==> src/rtl/vga_line_buffer_if.sv <==
// Purpose: bundles the PPU write side, VGA read side and palette port of the line buffer.
// Latency: none (wires only).
// Backpressure: none; the PPU and VGA sides are never stalled.
interface vga_line_buffer_if;
  logic        ppu_pixel_valid;
  logic [5:0]  ppu_color;
  logic        ppu_line_end;
  logic        ppu_frame_start;
  logic [9:0]  next_pixel_x;
  logic [14:0] pixel;
  logic        sync;
  logic        pal_we;
  logic [5:0]  pal_addr;
  logic [14:0] pal_data;
  logic        overflow;

  modport slave (
    input  ppu_pixel_valid, ppu_color, ppu_line_end, ppu_frame_start,
    input  next_pixel_x, pal_we, pal_addr, pal_data,
    output pixel, sync, overflow
  );

  modport master (
    output ppu_pixel_valid, ppu_color, ppu_line_end, ppu_frame_start,
    output next_pixel_x, pal_we, pal_addr, pal_data,
    input  pixel, sync, overflow
  );
endinterface

==> src/rtl/vga_line_buffer.sv <==
// Purpose: double-banked NES scanline buffer with palette lookup feeding a 2x-wide VGA scan.
// Latency: pixel is registered one cycle after next_pixel_x; sync one cycle after frame start.
// Backpressure: none; excess PPU pixels in a line are dropped and flagged in overflow.
module vga_line_buffer (
  input  logic             clk,
  input  logic             rst_n,
  vga_line_buffer_if.slave bus
);

  // Two 256-entry banks packed as one array: address = {bank, column}.
  logic [5:0]  bank_mem [0:511];
  logic [14:0] pal_mem  [0:63];

  logic [8:0]  wx_q, wx_d;
  logic        wb_q, wb_d;
  logic        ovf_q, ovf_d;
  logic        sync_q, sync_d;
  logic [14:0] pixel_q, pixel_d;

  logic        wr_en;
  logic [8:0]  wr_addr;
  logic [8:0]  rd_addr;
  logic [5:0]  rd_color;

  // Column 256 is the "line full" state; bit 8 set means no more room.
  assign wr_en   = bus.ppu_pixel_valid & ~wx_q[8];
  assign wr_addr = {wb_q, wx_q[7:0]};

  // Each stored pixel covers two VGA columns, so column bit 0 is ignored.
  assign rd_addr  = {bus.next_pixel_x[9], bus.next_pixel_x[8:1]};
  // Reads happen before the edge's writes land, so same-cycle collisions see old data.
  assign rd_color = bank_mem[rd_addr];
  assign pixel_d  = pal_mem[rd_color];

  // Write-side next state: frame start beats line end; the pixel itself uses the old wb/wx.
  always_comb begin
    wx_d   = wx_q;
    wb_d   = wb_q;
    ovf_d  = ovf_q;
    sync_d = bus.ppu_frame_start;
    if (wr_en) begin
      wx_d = wx_q + 9'd1;
    end
    if (bus.ppu_pixel_valid && wx_q[8]) begin
      ovf_d = 1'b1;
    end
    if (bus.ppu_frame_start) begin
      wx_d  = 9'd0;
      wb_d  = 1'b0;
      ovf_d = 1'b0;
    end else if (bus.ppu_line_end) begin
      wx_d = 9'd0;
      wb_d = ~wb_q;
    end
  end

  // Line bank and palette storage; deliberately not touched by reset.
  always_ff @(posedge clk) begin
    if (wr_en) begin
      bank_mem[wr_addr] <= bus.ppu_color;
    end
    if (bus.pal_we) begin
      pal_mem[bus.pal_addr] <= bus.pal_data;
    end
  end

  // Control state and output registers, cleared asynchronously.
  always_ff @(posedge clk or negedge rst_n) begin
    if (!rst_n) begin
      wx_q    <= 9'd0;
      wb_q    <= 1'b0;
      ovf_q   <= 1'b0;
      sync_q  <= 1'b0;
      pixel_q <= 15'd0;
    end else begin
      wx_q    <= wx_d;
      wb_q    <= wb_d;
      ovf_q   <= ovf_d;
      sync_q  <= sync_d;
      pixel_q <= pixel_d;
    end
  end

  assign bus.pixel    = pixel_q;
  assign bus.sync     = sync_q;
  assign bus.overflow = ovf_q;

endmodule

==> src/flat_wrapper.sv <==
// flat-port wrapper written by rule: the top's interface ports become plain ports
module vga_line_buffer_flat 
  (clk, rst_n, bus_ppu_pixel_valid, bus_ppu_color, bus_ppu_line_end, bus_ppu_frame_start, bus_next_pixel_x, bus_pal_we, bus_pal_addr, bus_pal_data, bus_pixel, bus_sync, bus_overflow);
  vga_line_buffer_if bus_i ();
  input  logic clk;
  input  logic rst_n;
  input wire logic [$bits(bus_i.ppu_pixel_valid)-1:0] bus_ppu_pixel_valid;
  input wire logic [$bits(bus_i.ppu_color)-1:0] bus_ppu_color;
  input wire logic [$bits(bus_i.ppu_line_end)-1:0] bus_ppu_line_end;
  input wire logic [$bits(bus_i.ppu_frame_start)-1:0] bus_ppu_frame_start;
  input wire logic [$bits(bus_i.next_pixel_x)-1:0] bus_next_pixel_x;
  input wire logic [$bits(bus_i.pal_we)-1:0] bus_pal_we;
  input wire logic [$bits(bus_i.pal_addr)-1:0] bus_pal_addr;
  input wire logic [$bits(bus_i.pal_data)-1:0] bus_pal_data;
  output wire logic [$bits(bus_i.pixel)-1:0] bus_pixel;
  output wire logic [$bits(bus_i.sync)-1:0] bus_sync;
  output wire logic [$bits(bus_i.overflow)-1:0] bus_overflow;
  assign bus_i.ppu_pixel_valid = bus_ppu_pixel_valid;
  assign bus_i.ppu_color = bus_ppu_color;
  assign bus_i.ppu_line_end = bus_ppu_line_end;
  assign bus_i.ppu_frame_start = bus_ppu_frame_start;
  assign bus_i.next_pixel_x = bus_next_pixel_x;
  assign bus_i.pal_we = bus_pal_we;
  assign bus_i.pal_addr = bus_pal_addr;
  assign bus_i.pal_data = bus_pal_data;
  assign bus_pixel = bus_i.pixel;
  assign bus_sync = bus_i.sync;
  assign bus_overflow = bus_i.overflow;
  vga_line_buffer u_core (.clk(clk), .rst_n(rst_n), .bus(bus_i));
endmodule
==> config.mk <==
export PLATFORM = sky130hd
export DESIGN_NAME = vga_line_buffer_flat
export DESIGN_NICKNAME = d
export VERILOG_FILES = /design/src/rtl/vga_line_buffer_if.sv /design/src/rtl/vga_line_buffer.sv /design/src/flat_wrapper.sv
export SDC_FILE = /design/constraint.sdc
export NUM_CORES = 2
export LEC_CHECK = 0
export ABC_CLOCK_PERIOD_IN_PS = 5100
export BUFFER_PORTS_ARGS = -buffer_cell sky130_fd_sc_hd__buf_2
export CORE_ASPECT_RATIO = 0.5
export CORE_MARGIN = 8
export CORE_UTILIZATION = 50
export CTS_BUF_LIST = sky130_fd_sc_hd__clkbuf_8 sky130_fd_sc_hd__clkbuf_16
export DETAILED_ROUTE_END_ITERATION = 12
export PLACE_DENSITY = 0.65
export SLEW_MARGIN = 10
export SYNTH_ARGS = -nofsm -noshare
export SYNTH_HDL_FRONTEND = slang
export SYNTH_SLANG_ARGS = --single-unit
==> constraint.sdc <==
create_clock -name clk -period 5.1 [get_ports clk]
set_clock_uncertainty 0.1 [all_clocks]
set_input_delay 1.02 -clock clk [delete_from_list [all_inputs] [get_ports clk]]
set_output_delay 1.02 -clock clk [all_outputs]
set_load 0.01 [all_outputs]
==> metrics.txt <==
number of fill cells in the layout 22720; starting density of the core 50.37%; Critical-path top delay cell mux4_2; vias in the first global route 76910; Req. time, crit path 5.76 ns; Via density 6.198; number of synthesized flops with an enable pin 4032; Layout Cells excl Fill 12550; syn_nets 7473; first-pass GRT wire length 561.3 mm; fin crit period 5.128 ns; share of layout cells above drive strength 1 27.19%; flops & latches, synth 4059; Vias 77790; sequential-to-total area share from yosys stat 77.19%; dpl hpwl 243.5 mm; CP top delay family multiplexers; RSZ-0062 raised after global routing true; startpoint class of the critical path input port; IO Count 60; pwr dens 381.1 mW/mm²; part of the cycle the worst path needs 100.5%; Yosys warnings 0; gr ovfl total 0; maximum clock frequency 0.1950 GHz; max-capacitance violation count 0; nets@finish 8134; DP Cell Count 11840; GRT Total Usage 23.05%; CTS tree built; Final GP Congestion 0.8544; Slew HR 6.645%; CP Data Arrival Time 5.79 ns; # rows 145; cells along the critical path buf_16 > buf_16 > buf_8 > mux4_2 > mux4_2 > mux2_2 > a2111oi_4 > buf_6 > a311oi_1 > a41o_1 > buf_12 > nor2_4 > buf_12 > buf_12 > a22oi_1 > nand2_1 > o22ai_1 > or4_1; CP dominant cell by count buf_12; maximum vdd drop 0.0002675 V; Mapped Area 0.1577 mm²; Worst-Margin Slew 1.397 ns; Crit. End Element flip-flop; Hold-fix buffers, CTS 0; clk root buf clkbuf_16; failing checks negative setup slack; top-count cell post-synth edfxtp_1; Initial DRC Count 9685; initial antenna violation count 16; Die Width 810.3 µm; clk_lat worst skew 0.91 ns; Final ANT Viol Nets 0; final hold vios 0; Top FF cell, synth edfxtp_1; Sink Count 4059; Synth area leaders edfxtp_1, mux4_2, mux2i_1; wire length per cell 31.39 µm; library cells used by synthesis 55; Worst Hold Class in2reg; final wirelength 393.9 mm; Worst Setup Slack, final -0.02783 ns; pin count of the biggest net entering global routing 148; Crit Path Max Fanout 15; die area 0.3348 mm²; TritonRoute pass-1 iters 7; cell count after synthesis 7426; largest area contributor in the netlist edfxtp_1; Area Overhead vs Synth 14.27%; WS Path Type in2reg; final setup vio count 8; Die H 413.2 µm; CTS max path bufs 4; commonest cells in the netlist edfxtp_1, mux4_2, nor2_1, mux2i_1, a22oi_1; status complete, but fails checks; drt drc 0; IO Port Bufs 58; Core ar. 0.3131 mm²; leakage power 0.05814 µW; CP Buf/Inv Count 7; Synth top area share 76.76%; Slew Viols, Final 0; clock-pin slew on the worst setup and hold paths 0.06 ns; Post-synth ARST share 0.6652%; syn avg cell area 21.24 µm²; clock buffer count from CTS 352; Worst path max stage delay 0.56 ns; H-tree depth 5; Final Power 68700 µW
## routing by layer
metal | global-route usage (%) | wire length [µm] | vias to the layer above
met5 | 0 | 40 | -
met4 | 6.501 | 11670 | 6
met3 | 4.299 | 32860 | 583
met2 | 36.46 | 187000 | 3420
met1 | 33.17 | 162400 | 41640
li1 | - | - | 32140
## registers in the layout, summed over array words and instances (netlist names)
name and count:
u_core.bus.overflow 1, u_core.wx_q 9, u_core.bus.sync 1, u_core.bank_mem 3072, u_core.bus.pixel 15, u_core.pal_mem 960
u_core.wb_q 1
## cells by family (layout without fill, tap and decap cells)
kind of cell    count (synthesis)  count (layout)  synth area share (%)
flops                        4059            4059                 77.19
mux                          1495            1495                 16.80
simple gates                  952             952                 2.492
buf+inv                       458            1389                 1.396
compound gates                450             450                 2.044
xor+xnor                        8               8               0.04442
fa+ha+maj                       4               4               0.03173
other cells                     0               4                     0
## per-stage QoR
step,util (%),cell area [µm²],setup TNS [ns],hold slack [ns],setup slack [ns]
6_report,57.56,180200,-0.1047,0.1632,-0.02783
5_1_grt,57.56,180200,-0.1459,0.1260,-0.02872
4_1_cts,57.23,179200,-0.002980,0.09710,-0.002355
3_5_place_dp,53.55,167700,-17.08,0.4049,-1.224
3_3_place_gp,53.55,167700,-16.60,0.3844,-1.182
2_1_floorplan,-,157700,0,0.3850,0.01860
## placed cells by master (no fill, tap or decap), types with 13 or more instances in the layout
master	count
clkinv_2	60
mux2_2	24
dfrtp_1	27
buf_12	113
inv_1	68
buf_16	23
bufinv_16	28
nor2_1	588
or4_1	16
buf_6	25
nand3_1	24
clkbuf_16	364
mux4_2	920
nor2b_1	19
buf_2	47
edfxtp_1	4032
buf_8	13
a21oi_1	21
o22ai_1	69
nand2b_1	16
clkinv_1	85
a22oi_1	268
nor2_2	18
buf_4	528
mux2i_1	543
nand2_1	194
## path summary, 6_finish.rpt
check,startpoint,endpoint,slack (ns),depth (start not counted)
worst max register to register,u_core.bank_mem[47][2]$_DFFE_PP_,u_core.bus.pixel[12]$_DFF_PN0_,0.32,17
min in group asynchronous,rst_n,u_core.bus.pixel[2]$_DFF_PN0_,0.24,1
worst min register to register,u_core.bus.overflow$_DFFE_PN0P_,u_core.bus.overflow$_DFFE_PN0P_,0.41,2
max in group asynchronous,rst_n,u_core.wx_q[8]$_DFFE_PN0P_,3.98,1
worst max-delay path,bus_next_pixel_x[1],u_core.bus.pixel[9]$_DFF_PN0_,-0.03,18
worst min-delay path,bus_ppu_frame_start,u_core.bus.sync$_DFF_PN0_,0.16,1
## timing repair
action	CTS	global route
gates cloned	7	8
buffers inserted	8	63
hold endpoints to repair	0	0
gates resized for setup	39	70
pin swaps	3	7
setup endpoints to repair	15	15
## report_power, final
group	switching, µW	internal, µW
logic	3200	2300
registers	138	36800
clock network	12100	14200
## final cells by class
| cell class | count | area, µm² | area share (%) |
|---|---|---|---|
| clock inverter | 267 | 2118 | 1.175 |
| clock buffer | 357 | 8922 | 4.950 |
| timing repair buffer | 762 | 7915 | 4.391 |
| multi-input combinational | 2909 | 34270 | 19.01 |
| inverter | 3 | 18.77 | 0.01041 |
| tap | 4189 | 5241 | 2.908 |
| antenna | 4 | 10.01 | 0.005553 |
| sequential | 4059 | 121800 | 67.55 |
No activity file was read; power rests on OpenSTA's default activity.
